**src/rtl/mem_arbiter_pkg.sv**
```systemverilog
// mem_arbiter_pkg: state and owner encodings shared by the arbiter and its users
package mem_arbiter_pkg;
  typedef enum logic [1:0] {IDLE = 2'd0, ADDR = 2'd1, RESP = 2'd2} state_e;
  typedef enum logic {CPU = 1'b0, DMA = 1'b1} owner_e;
endpackage

```
**src/rtl/mem_arbiter.sv**
```systemverilog
// mem_arbiter: round-robin CPU/DMA arbiter in front of a single-port synchronous memory
module mem_arbiter
  import mem_arbiter_pkg::*;
#(
  parameter int ADDR_W = 32,
  parameter int DATA_W = 32
) (
  input  logic                clk,
  input  logic                rst,
  input  logic                cpu_req,
  input  logic                cpu_we,
  input  logic [ADDR_W-1:0]   cpu_addr,
  input  logic [DATA_W-1:0]   cpu_wdata,
  input  logic [DATA_W/8-1:0] cpu_be,
  output logic                cpu_ack,
  output logic [DATA_W-1:0]   cpu_rdata,
  input  logic                dma_req,
  input  logic                dma_we,
  input  logic [ADDR_W-1:0]   dma_addr,
  input  logic [DATA_W-1:0]   dma_wdata,
  input  logic [DATA_W/8-1:0] dma_be,
  output logic                dma_ack,
  output logic [DATA_W-1:0]   dma_rdata,
  output logic                mem_en,
  output logic                mem_we,
  output logic [ADDR_W-1:0]   mem_addr,
  output logic [DATA_W-1:0]   mem_wdata,
  output logic [DATA_W/8-1:0] mem_be,
  input  logic [DATA_W-1:0]   mem_rdata
);
  state_e state_q, state_d;
  owner_e owner_q, owner_d, last_q, last_d;
  logic   sel_dma, in_addr, in_resp, other_req;

  always_ff @(posedge clk or posedge rst) begin
    if (rst) begin
      state_q <= IDLE;
      owner_q <= CPU;
      last_q  <= DMA;
    end else begin
      state_q <= state_d;
      owner_q <= owner_d;
      last_q  <= last_d;
    end
  end

  assign sel_dma   = owner_q == DMA;
  assign in_addr   = state_q == ADDR;
  assign in_resp   = state_q == RESP;
  assign other_req = sel_dma ? cpu_req : dma_req;

  // In RESP only the non-owner may claim the next slot, which bounds each side's wait to one access
  always_comb begin
    state_d = state_q;
    owner_d = owner_q;
    last_d  = last_q;
    case (state_q)
      IDLE: if (cpu_req || dma_req) begin
        state_d = ADDR;
        owner_d = (cpu_req && dma_req) ? ((last_q == CPU) ? DMA : CPU) : (cpu_req ? CPU : DMA);
      end
      ADDR: state_d = RESP;
      RESP: begin
        last_d  = owner_q;
        state_d = other_req ? ADDR : IDLE;
        owner_d = other_req ? (sel_dma ? CPU : DMA) : owner_q;
      end
      default: state_d = IDLE;
    endcase
  end

  assign mem_en    = in_addr;
  assign mem_we    = in_addr && (sel_dma ? dma_we : cpu_we);
  assign mem_addr  = in_addr ? (sel_dma ? dma_addr : cpu_addr) : '0;
  assign mem_wdata = in_addr ? (sel_dma ? dma_wdata : cpu_wdata) : '0;
  assign mem_be    = in_addr ? (sel_dma ? dma_be : cpu_be) : '0;
  assign cpu_ack   = in_resp && !sel_dma;
  assign dma_ack   = in_resp && sel_dma;
  assign cpu_rdata = cpu_ack ? mem_rdata : '0;
  assign dma_rdata = dma_ack ? mem_rdata : '0;
endmodule

```
**config.mk**
```make
export PLATFORM = sky130hd
export DESIGN_NAME = mem_arbiter
export DESIGN_NICKNAME = d
export VERILOG_FILES = /design/src/rtl/mem_arbiter_pkg.sv /design/src/rtl/mem_arbiter.sv
export SDC_FILE = /design/constraint.sdc
export NUM_CORES = 1
export LEC_CHECK = 0
export ABC_CLOCK_PERIOD_IN_PS = 1400
export CORE_AREA = 2 2 119 121
export DETAILED_ROUTE_END_ITERATION = 10
export DIE_AREA = 0 0 121 123
export PLACE_DENSITY = 0.66
export SKIP_LAST_GASP = 1
export SLEW_MARGIN = 30
export SYNTH_ARGS = -nofsm -noshare
export SYNTH_HDL_FRONTEND = slang
export SYNTH_SLANG_ARGS = --single-unit
```
**constraint.sdc**
```tcl
create_clock -name clk -period 1.4 [get_ports clk]
set_input_delay 0.28 -clock clk [delete_from_list [all_inputs] [get_ports clk]]
set_output_delay 0.28 -clock clk [all_outputs]
set_load 0.005 [all_outputs]
```
==> summary.txt, run 1 <==
post-synthesis instance area - 1730 sq um
Tightest Hold Check Type - input port to asynchronous set/reset pin
overall routing resource usage - 0.115
max-cap check violation count - 0
Die Height - 123 microns
Initial DRC Count - 50
number of diodes - 0
cts hold-fix bufs - 0
vias per cell - 3.87
placed cell area - 5030 sq um
worst r2r src - owner_q$_DFFE_PP0P_
first-pass GRT wire length - 13700 microns
Yosys cell types - 18
die area - 14900 sq um
WL per Instance - 15.0 microns
final instance area - 5390 sq um
syn nets - 419
clk sink count - 4
CTS Buf Count - 3
largest net degree at the start of global routing - 35
Post-layout nets - 739
Overflow after GRT - 0
RSZ-0062 raised after global routing - yes
Die Width - 121 microns
Max Root-Sink Buffers - 2
setup slack, reg-to-reg - 0.10 ns
antenna-violating nets left - 0
IO Count - 310
FF+latch count, synth - 4
CP endpoint kind - primary output
WP data required - 1.12 ns
CTS clk-pin slew, worst paths - 0.03 ns
power per standard cell area - 1310 nW/um^2
Seq/Total Area, Yosys - 0.0584
Setup Crit Path Kind - flop to primary output
Tcrit/Tclk final - 1.49
final clock skew - 0.00207 ns
Rows - 43
Root Buffer Master - clkbuf_16
Setup TNS Final - -83.22 ns
LEAKAGE - 2.35 nW
Worst EP arrival - 1.81 ns
slew margin rel. - 0.833
clock latency on the worst-skew pair - 0.23 ns
Final Slew Violations - 0
Post-Route WL - 11100 microns
R2R Path End - state_q[0]$_DFFE_PP0P_
Pre-Repair DR Iteration Count - 4
Post-route DRC - 0
min cycle time layout - 2.09 ns
worst setup margin - -0.690 ns
Core ar. - 13600 sq um
synthesized instance count - 245
Reg2Reg Depth - 4
status - finished with violations
initial antenna violation count - 0
failing checks - negative setup slack
CTS tree - yes
Setup Viol. Count Final - 136
via count - 2879
Initial Util - 0.127
vias in the first global route - 2772
crit path launch type - flop
Yosys warnings - 0
DP HPWL - 8270 microns
I/O Buffers - 309
peak supply drop - 0.000735 V
H-tree Lvls - 1
Slew @ Worst Pin - 0.250 ns
Avg Inst Size Synth - 7.08 sq um
fmax - 478 MHz
GP Congestion - 0.819
share of layout cells above drive strength 1 - 0.0780
Hold Violations, Final - 0
Syn-to-layout area delta - 211%
CP Max Fanout - 33
-- power by group --
part / internal [mW] / switching, mW / leakage [nW]
clock: 0.377 / 0.0878 / 0.0382
combinational: 3.91 / 2.40 / 2.27
sequential: 0.195 / 0.111 / 0.0448
-- how the worst max path moves through the flow --
stage / start / to / slack [ns] / cells past startpoint
finish: owner_q$_DFFE_PP0P_ / mem_addr[1] / -0.69 / 4
detailed placement: state_q[0]$_DFFE_PP0P_ / cpu_rdata[15] / -0.44 / 5
CTS: state_q[0]$_DFFE_PP0P_ / cpu_rdata[15] / -0.69 / 5
global placement: state_q[0]$_DFFE_PP0P_ / cpu_rdata[18] / -0.42 / 5
global route: owner_q$_DFFE_PP0P_ / mem_addr[1] / -0.76 / 4
floorplan: state_q[0]$_DFFE_PP0P_ / cpu_rdata[10] / 0.12 / 4
-- logic make-up (layout without fill, tap and decap cells) --
logic type	count (synthesis)	after routing	synth area share
multiplexers	71	71	0.410
AND/OR/NAND/NOR	139	140	0.399
flip-flops	4	4	0.0584
buffers and inverters	27	345	0.118
AO/OA/AOI/OAI	4	4	0.0152
-- metrics by stage --
| step | utilization | worst slack (ns) | total power, mW | hold slack, ns | cells |
|---|---|---|---|---|---|
| after detailed placement | 0.370 | -0.439 | 5.69 | 0.490 | 726 |
| after global placement | 0.370 | -0.418 | 5.64 | 0.491 | 726 |
| after CTS | 0.378 | -0.687 | 6.34 | 0.258 | 731 |
| after floorplan | - | 0.124 | 2.81 | 0.0454 | 245 |
| final | 0.396 | -0.690 | 7.08 | 0.250 | 744 |
| after global routing | 0.396 | -0.760 | 7.57 | 0.262 | 744 |
-- cell usage after synthesis --
| master | n | area (sq um) |
|---|---|---|
| dfrtp_1 | 3 | 75.1 |
| nor2_2 | 1 | 6.26 |
| buf_6 | 11 | 124 |
| dfstp_2 | 1 | 26.3 |
| buf_2 | 10 | 50.1 |
| a211oi_1 | 1 | 7.51 |
| mux2i_1 | 71 | 711 |
| nand2_1 | 1 | 3.75 |
| inv_2 | 1 | 3.75 |
| a21oi_1 | 1 | 5.00 |
| nor2_1 | 70 | 263 |
| nand2b_1 | 2 | 12.5 |
| and3_1 | 1 | 6.26 |
| a31oi_1 | 1 | 6.26 |
| inv_1 | 3 | 11.3 |
| and2_1 | 64 | 400 |
| buf_4 | 2 | 15.0 |
| a21o_1 | 1 | 7.51 |
-- cells in the final DEF, fill, tap and decap left out, types with 2 or more instances in the layout --
master	count
mux2i_1	70
buf_4	14
inv_1	3
clkbuf_16	9
dlygate4sd2_1	2
buf_12	5
clkdlybuf4s50_1	299
clkbuf_2	2
dlymetal6s2s_1	5
and2_1	64
nand2b_4	3
nor2_1	69
-- state kept, by name, summed over array words and instances, names as in the netlist --
register	flops
last_q	1
owner_q	1
state_q	2
-- layer usage --
layer | global-route usage | wire [microns]
met1 | 0.119 | 4310
met3 | 0.0240 | 843
met2 | 0.235 | 5870
met5 | 0 | 0
met4 | 0.0269 | 102
-- final cells by class --
type / instances / area (sq um)
clock buffer: 4 / 78.8
timing repair buffer: 337 / 3500
sequential: 4 / 106
inverter: 4 / 15.0
fill: 1352 / 8220
multi-input combinational: 215 / 1470
tap: 180 / 225
-- critical path, cell delays in order (launching register included) --
cell and delay (ns):
dfrtp_4 0.53, buf_12 0.20, mux2i_1 0.17, nor2_1 0.13
clkdlybuf4s50_1 0.52
-- timing repair --
item                       CTS  global route
gates resized for setup      4            22
buffers inserted             0             4
pin swaps                    0             0
cloned                       1             9
setup endpoints to repair  136           136
Power figures use the tool's default switching activity.
==> inputs of run 2 (changes only) <==
--- a/config.mk
+++ b/config.mk
@@ -9,7 +9,8 @@
 export CORE_AREA = 2 2 119 121
 export DETAILED_ROUTE_END_ITERATION = 10
 export DIE_AREA = 0 0 121 123
-export PLACE_DENSITY = 0.66
+export DONT_BUFFER_PORTS = 1
+export PLACE_DENSITY = 0.37
 export SKIP_LAST_GASP = 1
 export SLEW_MARGIN = 30
 export SYNTH_ARGS = -nofsm -noshare
==> summary.txt, run 2 (same netlist as run 1, synthesis figures left out) <==
status - finished with violations
failing checks - negative setup slack
Setup Crit Path Kind - flop to primary output
Overflow after GRT - 0
clock latency on the worst-skew pair - 0.23 ns
Setup Viol. Count Final - 136
hold depth - 1
DP HPWL - 5630 microns
Post-Route WL - 8010 microns
Slew @ Worst Pin - 0.295 ns
commonest non-fill, non-tap cell in the layout - mux2i_1
fmax - 614 MHz
smallest hold slack - 0.162 ns
P_int - 2.48 mW
clock power share - 0.100
Die Width - 121 microns
Pre-Repair DR Iteration Count - 4
Sequential Power Share - 0.068
IO Count - 310
largest net degree at the start of global routing - 64
CP endpoint kind - primary output
final clock skew - 0.000728 ns
Max Root-Sink Buffers - 2
Post-layout nets - 422
CTS Buf Count - 3
share of layout cells above drive strength 1 - 0.417
overall routing resource usage - 0.0768
Syn-to-layout area delta - 39.8%
peak supply drop - 0.000704 V
commonest cells after routing, fill and taps aside - mux2i_1 (62), nor2_1 (53), and2_4 (45)
Tcrit/Tclk final - 1.16
Core ar. - 13600 sq um
vias per cell - 4.28
clk sink count - 4
Post-Layout Cell Count - 427
I/O Buffers - 0
max reg flops - 2
Sw Ratio - 0.466
H-tree Lvls - 1
CP Max Fanout - 16
initial antenna violation count - 0
LEAKAGE - 1.10 nW
max-cap check violation count - 0
crit path launch type - flop
DP Cell Count - 408
RSZ-0062 raised after global routing - yes
slew margin rel. - 0.803
vias in the first global route - 1431
net switching power - 2.16 mW
first-pass GRT wire length - 8160 microns
via count - 1829
WP data required - 1.12 ns
Setup TNS Final - -25.46 ns
Worst EP arrival - 1.35 ns
die area - 14900 sq um
antenna-violating nets left - 0
WL per Instance - 18.8 microns
Initial Util - 0.127
Hold Violations, Final - 0
CTS clk-pin slew, worst paths - 0.03 ns
number of diodes - 0
Root Buffer Master - clkbuf_16
Combinational Power Share - 0.832
GP Congestion - 0.786
min cycle time layout - 1.63 ns
Tightest Hold Check Type - input port to flop
Die Height - 123 microns
Top reg by flops - state_q
Largest regs - state_q: 2 flops, last_q: 1 flops, owner_q: 1 flops
worst setup margin - -0.228 ns
CTS tree - yes
Reg2Reg Depth - 6
power per standard cell area - 1910 nW/um^2
Initial DRC Count - 40
Post-route DRC - 0
Final Power - 4.64 mW
Rows - 43
Final Slew Violations - 0
-- run 2: cell count changes in the layout (fill, tap and decap cells not counted), sizes merged --
cell           delta
buf               -7
clkbuf            -4
clkdlybuf4s50   -299
dlygate4sd2       -2
dlygate4sd3       +1
dlymetal6s2s      -5
nand2b            -1
-- run 2: per-layer routing --
layer / track usage / up-vias / share of wire
li1: - / 797 / -
met1: 0.0719 / 827 / 0.33
met2: 0.161 / 186 / 0.55
met3: 0.0106 / 19 / 0.082
met4: 0.0363 / 0 / 0.040
met5: 0 / - / 0
-- run 2: final timing paths --
path | from | slack [ns] | end
max | owner_q$_DFFE_PP0P_ | -0.23 | mem_wdata[11]
max in group asynchronous | rst | 0.77 | last_q$_DFFE_PP1N_
min | cpu_req | 0.16 | owner_q$_DFFE_PP0P_
min in group asynchronous | rst | 0.40 | state_q[0]$_DFFE_PP0P_
max reg2reg | owner_q$_DFFE_PP0P_ | -0.04 | owner_q$_DFFE_PP0P_
min reg2reg | last_q$_DFFE_PP1N_ | 0.51 | last_q$_DFFE_PP1N_
-- run 2: critical path: stages (launching register included) --
cell and delay [ns]:
dfrtp_4 0.52, buf_16 0.22, mux2i_1 0.28, nor2_1 0.09
-- run 2: power by group through the flow --
stage               Combinational (mW)  Clock [mW]  Sequential (mW)
floorplan                         2.59           0            0.217
global placement                  2.76           0            0.258
detailed placement                2.80           0            0.258
CTS                               3.31       0.472            0.312
global route                      4.14       0.487            0.327
finish                            3.86       0.465            0.315
-- run 2: repair_timing --
item / in CTS / in global routing
cloned: 2 / 6
hold buffers: 1 / 0
buffers inserted: 3 / 4
hold endpoints to repair: 3 / 0
pin swaps: 0 / 34
setup endpoints to repair: 135 / 137
resized for setup: 20 / 64
-- run 2: area by class of cell --
| type | count | area [sq um] |
|---|---|---|
| Sequential cell | 4 | 108 |
| Multi-Input combinational cell | 214 | 1640 |
| Clock buffer | 4 | 78.8 |
| Inverter | 4 | 15.0 |
| Tap cell | 180 | 225 |
| Timing Repair Buffer | 21 | 355 |
| Fill cell | 1520 | 11200 |
-- run 2: per-stage QoR --
stage | util | instance area, sq um | setup slack (ns)
floorplan | - | 1730 | 0.124
global placement | 0.138 | 1870 | -0.120
detailed placement | 0.138 | 1870 | -0.129
CTS | 0.155 | 2110 | -0.252
global route | 0.178 | 2420 | -0.281
finish | 0.178 | 2420 | -0.228
==> inputs of run 3 (changes only) <==
--- a/config.mk
+++ b/config.mk
@@ -6,11 +6,13 @@
 export NUM_CORES = 1
 export LEC_CHECK = 0
 export ABC_CLOCK_PERIOD_IN_PS = 1400
+export CELL_PAD_IN_SITES_DETAIL_PLACEMENT = 0
+export CELL_PAD_IN_SITES_GLOBAL_PLACEMENT = 2
 export CORE_AREA = 2 2 119 121
 export DETAILED_ROUTE_END_ITERATION = 10
 export DIE_AREA = 0 0 121 123
 export DONT_BUFFER_PORTS = 1
-export PLACE_DENSITY = 0.37
+export PLACE_DENSITY = 0.59
 export SKIP_LAST_GASP = 1
 export SLEW_MARGIN = 30
 export SYNTH_ARGS = -nofsm -noshare
==> summary.txt, run 3 (same netlist as run 1, synthesis figures left out) <==
WP data required - 1.12 ns
H-tree Lvls - 1
Overflow after GRT - 0
CP Max Fanout - 5
crit path from - owner_q$_DFFE_PP0P_
Tcrit/Tclk final - 1.17
antenna-violating nets left - 0
Worst EP arrival - 1.36 ns
Die Width - 121 microns
CTS Buf Count - 3
worst setup margin - -0.236 ns
Rows - 43
Final Slew Violations - 0
CTS tree - yes
min cycle time layout - 1.64 ns
Pre-Repair DR Iteration Count - 4
fmax - 611 MHz
Root Buffer Master - clkbuf_16
Largest regs - state_q: 2 flops, last_q: 1 flops, owner_q: 1 flops
P_int - 2.58 mW
LEAKAGE - 1.11 nW
peak supply drop - 0.000579 V
Hold Startpoint - cpu_req
commonest cells after routing, fill and taps aside - mux2i_1 (68), nor2_1 (68), and2_1 (33)
CP endpoint kind - primary output
share of layout cells above drive strength 1 - 0.268
Sequential Power Share - 0.057
DP HPWL - 4710 microns
fin util - 0.174
first-pass GRT wire length - 6830 microns
max reg flops - 2
largest net degree at the start of global routing - 66
final clock skew - 0.00235 ns
clk sink count - 4
Tightest Hold Check Type - input port to flop
Setup Viol. Count Final - 134
Post-layout nets - 421
vias per cell - 4.23
power per standard cell area - 2010 nW/um^2
clock power share - 0.097
initial antenna violation count - 0
Initial DRC Count - 62
Core ar. - 13600 sq um
net switching power - 2.19 mW
Slew @ Worst Pin - 0.219 ns
status - finished with violations
via count - 1803
Post-Route WL - 7420 microns
Max Root-Sink Buffers - 2
number of diodes - 0
clock latency on the worst-skew pair - 0.23 ns
failing checks - negative setup slack
Die Height - 123 microns
Combinational Power Share - 0.847
vias in the first global route - 1298
GP Congestion - 0.760
Sw Ratio - 0.460
Top reg by flops - state_q
Setup Crit Path Kind - flop to primary output
RSZ-0062 raised after global routing - yes
CTS clk-pin slew, worst paths - 0.03 ns
Hold Violations, Final - 0
crit path launch type - flop
overall routing resource usage - 0.0608
IO Count - 310
Post-route DRC - 0
I/O Buffers - 0
Initial Util - 0.127
max-cap check violation count - 0
slew margin rel. - 0.851
WL per Instance - 17.4 microns
pre-CTS WS - -0.192 ns
Syn-to-layout area delta - 36.9%
die area - 14900 sq um
worst r2r src - owner_q$_DFFE_PP0P_
## run 3: changes by cell type in the layout (fill, tap and decap cells not counted), moves of 3 or more
cell | previous run | this run
and2_1 | 19 | 33
and2_4 | 45 | 31
buf_4 | 6 | 2
clkbuf_16 | 7 | 10
mux2i_1 | 62 | 68
mux2i_2 | 9 | 2
nor2_1 | 53 | 68
nor2_2 | 17 | 3
## run 3: worst max-delay path, stage by stage (launching register included)
cell	delay, ns
dfrtp_4	0.50
buf_6	0.16
buf_16	0.15
mux2i_2	0.23
nor2_1	0.09
## run 3: area by class of cell
type	instances	area, sq um
inverter	4	15.0
fill	1517	11200
multi-input combinational	214	1540
timing repair buffer	20	404
sequential	4	108
tap	180	225
clock buffer	4	78.8
## run 3: what timing repair did
item	in CTS	in global routing
gates cloned	2	9
buffers inserted	0	3
hold endpoints to repair	3	0
gates resized for setup	11	35
setup endpoints to repair	135	136
hold buffers	1	0
pin swaps	2	33
## run 3: stage by stage
stage | instances | hold WS [ns] | TNS [ns] | power [mW] | cell area [sq um]
detailed placement | 407 | 0.0624 | -4.26 | 3.04 | 1860
floorplan | 245 | 0.0454 | 0 | 2.81 | 1730
global placement | 407 | 0.0600 | -2.31 | 3.00 | 1860
global route | 426 | 0.162 | -31.02 | 5.12 | 2370
finish | 426 | 0.155 | -23.44 | 4.77 | 2370
CTS | 414 | 0.153 | -26.88 | 3.86 | 2040
## run 3: power by group through the flow
stage	registers (mW)	clock network, mW	logic [mW]
after floorplan	0.217	0	2.59
after global placement	0.258	0	2.74
after detailed placement	0.265	0	2.77
final	0.270	0.461	4.04
after CTS	0.328	0.467	3.06
after global routing	0.280	0.476	4.36
## run 3: layer usage
| metal | GRT usage | wire (microns) | vias up |
|---|---|---|---|
| li1 | - | - | 793 |
| met1 | 0.0616 | 2600 | 820 |
| met2 | 0.134 | 4150 | 186 |
| met3 | 0.00231 | 615 | 4 |
| met4 | 0.0109 | 55 | 0 |
| met5 | 0 | 0 | - |
## run 3: worst paths after layout
kind	end	slack, ns	cells after the start
setup reg to reg	state_q[0]$_DFFE_PP0P_	0.12	4
hold reg to reg	last_q$_DFFE_PP1N_	0.51	1
max in group asynchronous	last_q$_DFFE_PP1N_	0.79	2
min in group asynchronous	owner_q$_DFFE_PP0P_	0.39	2
hold / removal	owner_q$_DFFE_PP0P_	0.16	1
setup / recovery	mem_wdata[9]	-0.24	4
